$ cat src/rtl/sum_avg_pkg.sv
// Shared definitions for the sum averager: FSM state encoding and default widths.
package sum_avg_pkg;

  typedef enum logic [1:0] {
    IDLE  = 2'b00,
    ACCUM = 2'b01,
    HOLD  = 2'b10
  } state_e;

  localparam int unsigned T_WIDTH_DEF = 12;
  localparam int unsigned LOG2_N_DEF  = 2;

endpackage

$ cat src/rtl/sum_averager.sv
// Averages windows of 2^LOG2_N unsigned samples with valid/ready on both sides.
// Define SUM_AVG_ROUND_EN for round-half-up; otherwise the average truncates.
module sum_averager
  import sum_avg_pkg::*;
#(
  parameter int unsigned T_WIDTH = T_WIDTH_DEF,
  parameter int unsigned LOG2_N  = LOG2_N_DEF
) (
  input  logic               i_clk,
  input  logic               i_rst_n,
  input  logic [T_WIDTH:0]   i_sum,
  input  logic               i_valid,
  output logic               o_ready,
  output logic [T_WIDTH:0]   o_avg,
  output logic               o_valid,
  input  logic               i_ready,
  output logic [LOG2_N-1:0]  o_cnt
);

  localparam int unsigned W  = T_WIDTH + 1;
  localparam int unsigned AW = W + LOG2_N;

  state_e              state_q, state_d;
  logic [AW-1:0]       acc_q, acc_d;
  logic [LOG2_N-1:0]   cnt_q, cnt_d;
  logic [W-1:0]        avg_q, avg_d;
  logic                valid_q, valid_d;
  logic [AW-1:0]       acc_sum;

`ifdef SUM_AVG_ROUND_EN
  // Adding half an LSB cannot overflow AW bits since acc <= N*(2^W-1).
  localparam logic [AW-1:0] RND = AW'(1) << (LOG2_N - 1);
`endif

  always_comb begin
    state_d = state_q;
    acc_d   = acc_q;
    cnt_d   = cnt_q;
    avg_d   = avg_q;
    valid_d = valid_q;
    acc_sum = acc_q + AW'(i_sum);

    case (state_q)
      IDLE, ACCUM: begin
        if (i_valid) begin
          if (cnt_q == '1) begin
`ifdef SUM_AVG_ROUND_EN
            avg_d = W'((acc_sum + RND) >> LOG2_N);
`else
            avg_d = W'(acc_sum >> LOG2_N);
`endif
            valid_d = 1'b1;
            state_d = HOLD;
            acc_d   = '0;
            cnt_d   = '0;
          end else begin
            acc_d   = acc_sum;
            cnt_d   = cnt_q + 1'b1;
            state_d = ACCUM;
          end
        end
      end
      HOLD: begin
        if (i_ready) begin
          valid_d = 1'b0;
          state_d = IDLE;
        end
      end
      default: state_d = IDLE;
    endcase
  end

  always_ff @(posedge i_clk or negedge i_rst_n) begin
    if (!i_rst_n) begin
      state_q <= IDLE;
      acc_q   <= '0;
      cnt_q   <= '0;
      avg_q   <= '0;
      valid_q <= 1'b0;
    end else begin
      state_q <= state_d;
      acc_q   <= acc_d;
      cnt_q   <= cnt_d;
      avg_q   <= avg_d;
      valid_q <= valid_d;
    end
  end

  assign o_ready = (state_q != HOLD);
  assign o_valid = valid_q;
  assign o_avg   = avg_q;
  assign o_cnt   = cnt_q;

endmodule

$ cat config.mk
export PLATFORM = sky130hd
export DESIGN_NAME = sum_averager
export DESIGN_NICKNAME = d
export VERILOG_FILES = /design/src/rtl/sum_avg_pkg.sv /design/src/rtl/sum_averager.sv
export SDC_FILE = /design/constraint.sdc
export NUM_CORES = 1
export LEC_CHECK = 0
export BUFFER_PORTS_ARGS = -buffer_cell sky130_fd_sc_hd__buf_2
export CAP_MARGIN = 20
export CORE_ASPECT_RATIO = 0.9
export CORE_UTILIZATION = 40
export CTS_CLUSTER_DIAMETER = 40
export DETAILED_ROUTE_END_ITERATION = 12
export SLEW_MARGIN = 20
export SYNTH_ARGS = -nofsm -noshare
export SYNTH_HDL_FRONTEND = slang
export SYNTH_SLANG_ARGS = --single-unit
$ cat constraint.sdc
create_clock -name i_clk -period 5.4 [get_ports i_clk]
set_clock_uncertainty 0.2 [all_clocks]
set_input_delay 0 -clock i_clk [delete_from_list [all_inputs] [get_ports i_clk]]
set_output_delay 0 -clock i_clk [all_outputs]
set_load 0.1 [all_outputs]
==> out/summary.md, run 1 <==
The run finished with clean final reports. Number of cells on the worst reg-to-reg path: 9. The core occupancy in the finished layout is 49.7%, and the via density per instance is 5.03. The number of levels in the clock H-tree is 2, and the share of Yosys cell area claimed by the top area cell type is 44.5%. Clock-pin slew was measured on the worst setup and hold paths at 0.07 ns.

The non-filler instance count after layout is 294. Critical register-to-register path endpoint: acc_q[14]$_DFFE_PN0P_. For this design, the sink count on the clock tree is 33. Largest area contributor in the synthesized netlist: sky130_fd_sc_hd__dfrtp_1. The final layout contains 263 nets. Setup repair after global routing left no endpoint under its margin. Walking the worst path, the cells encountered are dlygate4sd3_1 -> buf_2 -> ha_1 -> inv_1 -> fa_1 -> nor2b_1 -> o211ai_1 -> a21o_1 -> a221o_1 -> or3_1 -> nand3_1.

Counting along the longest clock path gives a buffer depth of 2. In this run the core area contains 23 standard-cell rows. The worst setup path is captured at a flip-flop. Cell at the root of the clock tree: sky130_fd_sc_hd__clkbuf_8. Entering global routing, the biggest net connects 34 pins. The antenna diode count was 0.

The worst setup path is launched from an input port. The run gives 0 as the reported max-cap violation count. From synthesis to final layout, the design area changed by 19.5%. For the data arrival time at the worst-slack endpoint, the log shows 2.51 ns. The Yosys step of the flow raised 0 warnings. The wire-length estimate of the detail-placed layout is 2760 um. The boundary pin count is 34. The worst hold slack across all endpoints is 0.0537 ns, and the longest individual stage delay on the worst path is 0.52 ns.

The largest fanout of any net on the critical path came out at 3. The remaining antenna violation count after routing is 0, and the fmax is 0.400 GHz. In this run the critical register-to-register path is launched from acc_q[0]$_DFFE_PN0P_. Of the synthesized area, sequential elements account for 44.5%. Counting the fill cells in the layout gives 442. The sum of negative setup slack was 0 ns. The logs give 0 for the number of endpoints with negative hold slack in the final report and 193 for the instance count of the mapped netlist.

Along the worst hold path, the cell count comes to 5. The horizontal extent of the die works out to 73.8 um. Core region area: 4460 um^2. The total count of max-transition violations in the final report was 0.

Yosys attributes the largest share of cell area to sky130_fd_sc_hd__dfrtp_1 45%, sky130_fd_sc_hd__ha_1 9.4%, sky130_fd_sc_hd__nand2_1 6.1%. The tools report the worst slew margin relative to its limit as 46.2%. For this run, the detailed router's first-pass iteration total came to 4. The smallest clock period supported by the final layout is computed as 2.50 ns. Synthesized net count: 225.

At the pin with the least slew margin, the transition time is 0.805 ns. Once placement completed, the tool counted placed cells totaling 282. The logs give 0.801 for the final estimated routing congestion in global placement and 0 for the final global-route overflow total. TritonCTS built the clock tree.

The number of global-route vias before repair was 1376. The detailed router's first-iteration violation count is 76, and the final critical-path share of the clock period is 46.3%. In this run the tool buffered the top-level ports with 33 buffer cells.

The required time of the critical path is 5.41 ns, and the synthesized area divided by synthesized cell count is 9.61 um^2. The number of antenna violations at the first check in global routing was 0; the async set-or-reset flop fraction in the synthesized netlist was 100%. Buffers inserted during clock tree synthesis total 5.

After detailed routing, the number of remaining DRC violations is 0. The tools report the launch instance of the worst min-delay path as i_sum[1]. The run gives 6340 um as the wire length of the first global-routing pass.

The synthesis-stage register bit count works out to 33. Critical setup path kind: in2reg. The floorplan step set the die height to 66.6 um. The count of flip-flops with a built-in enable after synthesis was 0; the global routing met3 resource utilization was 4.24%. Dividing the detail-routed wire length by the instance count gives 12.7 um.

The worst hold path endpoint is acc_q[1]$_DFFE_PN0P_. The busiest metal layer after global routing was met2. Clock latency on the worst-skew pair: 0.28 ns. The most common cell in the synthesized netlist is sky130_fd_sc_hd__dfrtp_1. The tools report the post-CTS repair timing setup buffer count as 0.

The register-to-register setup slack is 2.91 ns. Summed over all layers, the routed wires come to 3720 um. The routed layout has 1480 vias.

The logs give 17.2% for the global-route usage over all layers and 980 um^2 for the area of the multi-input gates. The proportion of layout cells with a drive suffix above 1 was 21.1%. The floorplan step defined a die boundary enclosing 4910 um^2. The class of the most critical hold timing path was in2reg.

The cell with the largest stage delay on the worst path is sky130_fd_sc_hd__dlygate4sd3_1. The run gives 40 as the number of distinct library cell variants in the gate-level netlist after synthesis. The count of endpoints failing setup in the final report came out at 0. By count the netlist is led by 33 x sky130_fd_sc_hd__dfrtp_1, 30 x sky130_fd_sc_hd__nand2_1, 20 x sky130_fd_sc_hd__o21ai_0. Global routing used 23.8% of the available met1 tracks.

The run gives 1850 um^2 as the cell area after synthesis. In the synthesized netlist the dominant register cell turns out to be sky130_fd_sc_hd__dfrtp_1. The global-route met2 utilization is 26.5%, and the register area is 826 um^2. For this configuration, the core starts out at a cell density of 41.6%.
==> metrics by stage <==
step	worst slack, ns	cell area [um^2]
after CTS	2.89	2220
after global routing	2.74	2220
after global placement	2.96	2070
after detailed placement	2.92	2070
final	2.90	2220
after floorplan	3.05	1850
==> how the worst max path moves through the flow <==
stage / end / slack [ns] / start
after floorplan: acc_q[14]$_DFFE_PN0P_ / 3.05 / acc_q[0]$_DFFE_PN0P_
after global placement: acc_q[14]$_DFFE_PN0P_ / 2.96 / acc_q[0]$_DFFE_PN0P_
after detailed placement: acc_q[14]$_DFFE_PN0P_ / 2.92 / acc_q[0]$_DFFE_PN0P_
after CTS: acc_q[14]$_DFFE_PN0P_ / 2.89 / acc_q[0]$_DFFE_PN0P_
after global routing: acc_q[14]$_DFFE_PN0P_ / 2.74 / acc_q[0]$_DFFE_PN0P_
final: acc_q[14]$_DFFE_PN0P_ / 2.90 / i_sum[0]
==> registers in the layout (all words and copies together) (netlist names) <==
name / cells
acc_q: 15
o_avg: 13
o_cnt: 2
o_valid: 1
state_q: 2
==> routing by layer <==
metal,vias up,routed length (um)
met1,685,1930
met2,30,1620
met3,2,147
met4,0,20
met5,-,0
li1,763,-
==> what timing repair did <==
action	CTS	global route
hold buffers	4	0
gates resized for setup	0	0
hold endpoints to repair	38	0
==> kinds of logic (layout without fill, tap and decap cells) <==
logic type | after synthesis | after routing | share of synthesized area [%]
flops | 33 | 33 | 44.5
simple gates | 62 | 62 | 16.0
fa+ha+maj | 15 | 15 | 10.5
mux | 3 | 3 | 1.82
xor+xnor | 10 | 10 | 4.72
buf+inv | 13 | 52 | 2.63
compound gates | 57 | 57 | 19.8
==> cells in the final DEF, fill, tap and decap left out, drive strengths merged, types with 3 or more instances in the layout <==
master and count:
dfrtp 33, buf 33, nand2 30, o21ai 20
ha 14, a21oi 10, nor2 9, inv 7
clkbuf 7, xnor2 6, nand3 5, nand2b 4
nor2b 4, a22o 4, o31ai 4, xor2 4
dlygate4sd3 4, a21o 4, or3 3, mux2 3
and3 3
==> cell type report <==
cell class              instances  share of cell area (%)
inverters                       7                    1.19
well taps                      62                    3.50
multi-input cells             147                    44.2
clock buffers                   7                    4.35
flip-flops and latches         33                    37.3
repair buffers                 37                    9.26
clock inverters                 1                   0.226
==> critical path: cells and delay by family <==
kind	cells	cell delay (ns)
AOI/OAI and AO/OA	3	0.73
buffers and inverters	3	0.67
and+or+nand+nor	3	0.55
adders and majority gates	2	0.54
Power of run 1 is left out: the tool's default activity adds up to more than one toggle a clock period on the data nets, which glitch-free logic cannot reach.
==> run 2, diff against run 1 <==
==> constraint.sdc (replaced) <==
create_clock -name i_clk -period 2.5 [get_ports i_clk]
set_clock_uncertainty 0.2 [all_clocks]
set_input_delay 0 -clock i_clk [delete_from_list [all_inputs] [get_ports i_clk]]
set_output_delay 0 -clock i_clk [all_outputs]
set_load 0.1 [all_outputs]
==> run 2 against run 1 <==
Sequential cell count stayed put. Die area stayed put. Critical path depth is 2 lower. Via count is 1.9% higher. Cell count is 2.4% higher. Register-to-register slack worse by 2.8 ns. Utilization is 1.3 points higher. Clock-buffer cell count stayed put. Non-clock buffer count is 7 higher. Worst hold slack worse by 0.012 ns. Critical endpoint unchanged. Highest routed layer unchanged.
==> out/summary.md, run 2 (synthesis results as in run 1) <==
The run finished with clean final reports. The tools report the critical path startpoint category as a flip-flop. The core region area is 4460 um^2 (unchanged). Total clock buffers created by CTS: 5 (unchanged).

The tools report the initial cell density of the core as 41.6% (unchanged). The tools report the first-pass iteration count of the detailed router as 4 (unchanged). Setup repair after global routing could not meet its margin everywhere.

The run gives 51.0% (+1.3 points) as the core occupancy in the finished layout. The worst setup path is captured at a flip-flop. The global-route met2 utilization was 27.8% (+1.3 points).

Dividing the final minimum period by the clock period gives 96.5%. The worst path needs 2.41 ns of the cycle, external delays included. The clock slew seen by the registers of the worst setup and hold paths works out to 0.07 ns (about the same).

The HPWL reported at the end of detailed placement was 2860 um (+3.6%). The detailed router's first-iteration violation count is 81 (+6.6%). The finished layout cell area came out at 2270 um^2 (+2.6%). The tools report the total count of max-transition violations in the final report as 0 (unchanged). In the layout the commonest cells are 33 x sky130_fd_sc_hd__dfrtp_1, 33 x sky130_fd_sc_hd__buf_2, 30 x sky130_fd_sc_hd__nand2_1. The flip-flop count of the largest register, all copies and words added was 15 (unchanged).

TritonCTS built the clock tree. The total buffers and inverters traversed by the critical path works out to 1 (-2). The most flop-heavy register is acc_q.

For hold timing, the worst endpoint is o_avg[10]$_DFFE_PN0P_. The tools report the critical register-to-register path endpoint as acc_q[14]$_DFFE_PN0P_. The horizontal extent of the die was 73.8 um (unchanged); the register-to-register setup slack was 0.09 ns (-2.82 ns). The tools report the post-detailed-route DRC marker count as 0 (unchanged).

For the remaining antenna violation count after routing, the log shows 0 (unchanged). The cell at the root of the clock tree was sky130_fd_sc_hd__clkbuf_8. The port buffer count is 33 (unchanged), and the number of endpoints with negative hold slack in the final report is 0 (unchanged). The longest individual stage delay on the worst path was 0.37 ns (-0.15 ns); the antenna diode count was 0 (unchanged).

The cell with the largest stage delay on the worst path was sky130_fd_sc_hd__a221o_1. Number of nets at the end of the flow: 270 (+2.7%). The clock latency on the worst-skew pair was 0.29 ns (about the same). The count of endpoints failing setup in the final report was 0 (unchanged). The logs give 0.848 (+5.9%) for the final estimated routing congestion in global placement and 3910 um (+5.0%) for the sum of routed wire length over all layers.

Global routing met3 resource utilization: 5.90% (+1.7 points). For the standard cell area after detailed placement, the log shows 2120 um^2 (+2.2%). The critical setup path kind is reg2reg. Maximum count of clock buffers along a single path: 2 (unchanged). The run gives 6620 um (+4.5%) as the wire length of the first global-routing pass. Number of cell rows: 23 (unchanged).

The largest fanout of any net on the critical path is 3 (unchanged). For this run, the top clock speed supported by timing is 0.415 GHz. The worst path setup slack after routing is 0.0879 ns (-2.81 ns). The tools report the maximum number of pins on one net before global-route repair as 34 (unchanged). Global-route met1 utilization: 24.3% (+0.50 points). For the final global-route overflow total, the log shows 0 (unchanged). The run gives 1508 (+1.9%) as the via count of the routed design. The min-delay analysis places its worst path in the category in2reg. The number of global-route vias before repair came out at 1461 (+6.2%). The cell family contributing the most delay on the critical path is compound AO/OA/AOI/OAI gates. The cell count of the worst hold path is 4 (-1). The via density per instance is 5.01 (-0.48%), and the number of levels in the clock H-tree is 2 (unchanged). For the reported max-cap violation count, the log shows 0 (unchanged). met2 is the most crowded layer.

The number of cells on the worst reg-to-reg path is 9 (unchanged). For the global-route usage over all layers, the log shows 18.2% (+1.0 points). Worst slew margin relative to its limit: 49.7% (+3.5 points).

The proportion of layout cells with a drive suffix above 1 works out to 24.3% (+3.1 points). Launch instance of the worst min-delay path: i_sum[12]. The area added between synthesis and finish came out at 22.6%. The critical path goes through ha_1 -> inv_1 -> fa_2 -> nor2b_2 -> o211ai_1 -> a21o_1 -> a221o_1 -> or3_1 -> nand3_1.

The CTS sink count was 33 (unchanged). The post-place setup slack is 0.0500 ns (-2.87 ns), and the slew at the pin closest to its max-slew limit is 0.755 ns (-0.0504 ns). The run gives 34 (unchanged) as the boundary pin count. Mean routed wirelength per cell: 13.0 um (+2.6%).

The die height was 66.6 um (unchanged); the data arrival time at the worst-slack endpoint was 2.44 ns (-0.07 ns). The area of the die was 4910 um^2 (unchanged). The startpoint of the lowest-slack register-to-register path was acc_q[0]$_DFFE_PN0P_. Required time of the critical path: 2.52 ns (-2.89 ns). The worst hold slack across all endpoints was 0.0414 ns (-0.0123 ns); the number of antenna violations at the first check in global routing was 0 (unchanged).
run 2: area by class of cell:
| type | count | area (um^2) |
|---|---|---|
| clock buffers | 7 | 96.3 |
| clock inverters | 1 | 5.00 |
| inverters | 7 | 26.3 |
| flip-flops and latches | 33 | 826 |
| repair buffers | 44 | 258 |
| well taps | 62 | 77.6 |
| multi-input cells | 147 | 985 |
| fillers | 431 | 2190 |
run 2: timing repair:
action | 4_1_cts | 5_1_grt
gates resized for setup | 0 | 2
endpoints found under the hold margin | 37 | 0
setup buffers | 0 | 1
hold buffers | 4 | 0
endpoints found under the setup margin | 0 | 4
run 2: stage by stage:
step / cells / TNS, ns
floorplan: 193 / 0
global placement: 288 / 0
detailed placement: 288 / 0
CTS: 300 / 0
global route: 301 / -0.0531
finish: 301 / 0
run 2: worst max-delay path by stage:
stage	cells past startpoint	endpoint	slack (ns)	start
after global placement	9	acc_q[14]$_DFFE_PN0P_	0.09	acc_q[0]$_DFFE_PN0P_
after floorplan	9	acc_q[14]$_DFFE_PN0P_	0.15	acc_q[0]$_DFFE_PN0P_
after CTS	9	acc_q[14]$_DFFE_PN0P_	0.03	acc_q[0]$_DFFE_PN0P_
after global routing	9	acc_q[14]$_DFFE_PN0P_	-0.05	acc_q[0]$_DFFE_PN0P_
after detailed placement	9	acc_q[14]$_DFFE_PN0P_	0.05	acc_q[0]$_DFFE_PN0P_
final	9	acc_q[14]$_DFFE_PN0P_	0.09	acc_q[0]$_DFFE_PN0P_
run 2: tightest hold or removal path, stage by stage:
cell and delay [ns]:
sky130_fd_sc_hd__buf_2 0.08, sky130_fd_sc_hd__ha_1 0.19, sky130_fd_sc_hd__xnor2_1 0.14, sky130_fd_sc_hd__o21ai_0 0.07
run 2: layer usage:
layer,part of all wire [%],wire (um)
met5,0,0
met4,0.79,31
met3,3.6,141
met2,43,1700
met1,52,2040
Power of run 2 is left out for the same reason.
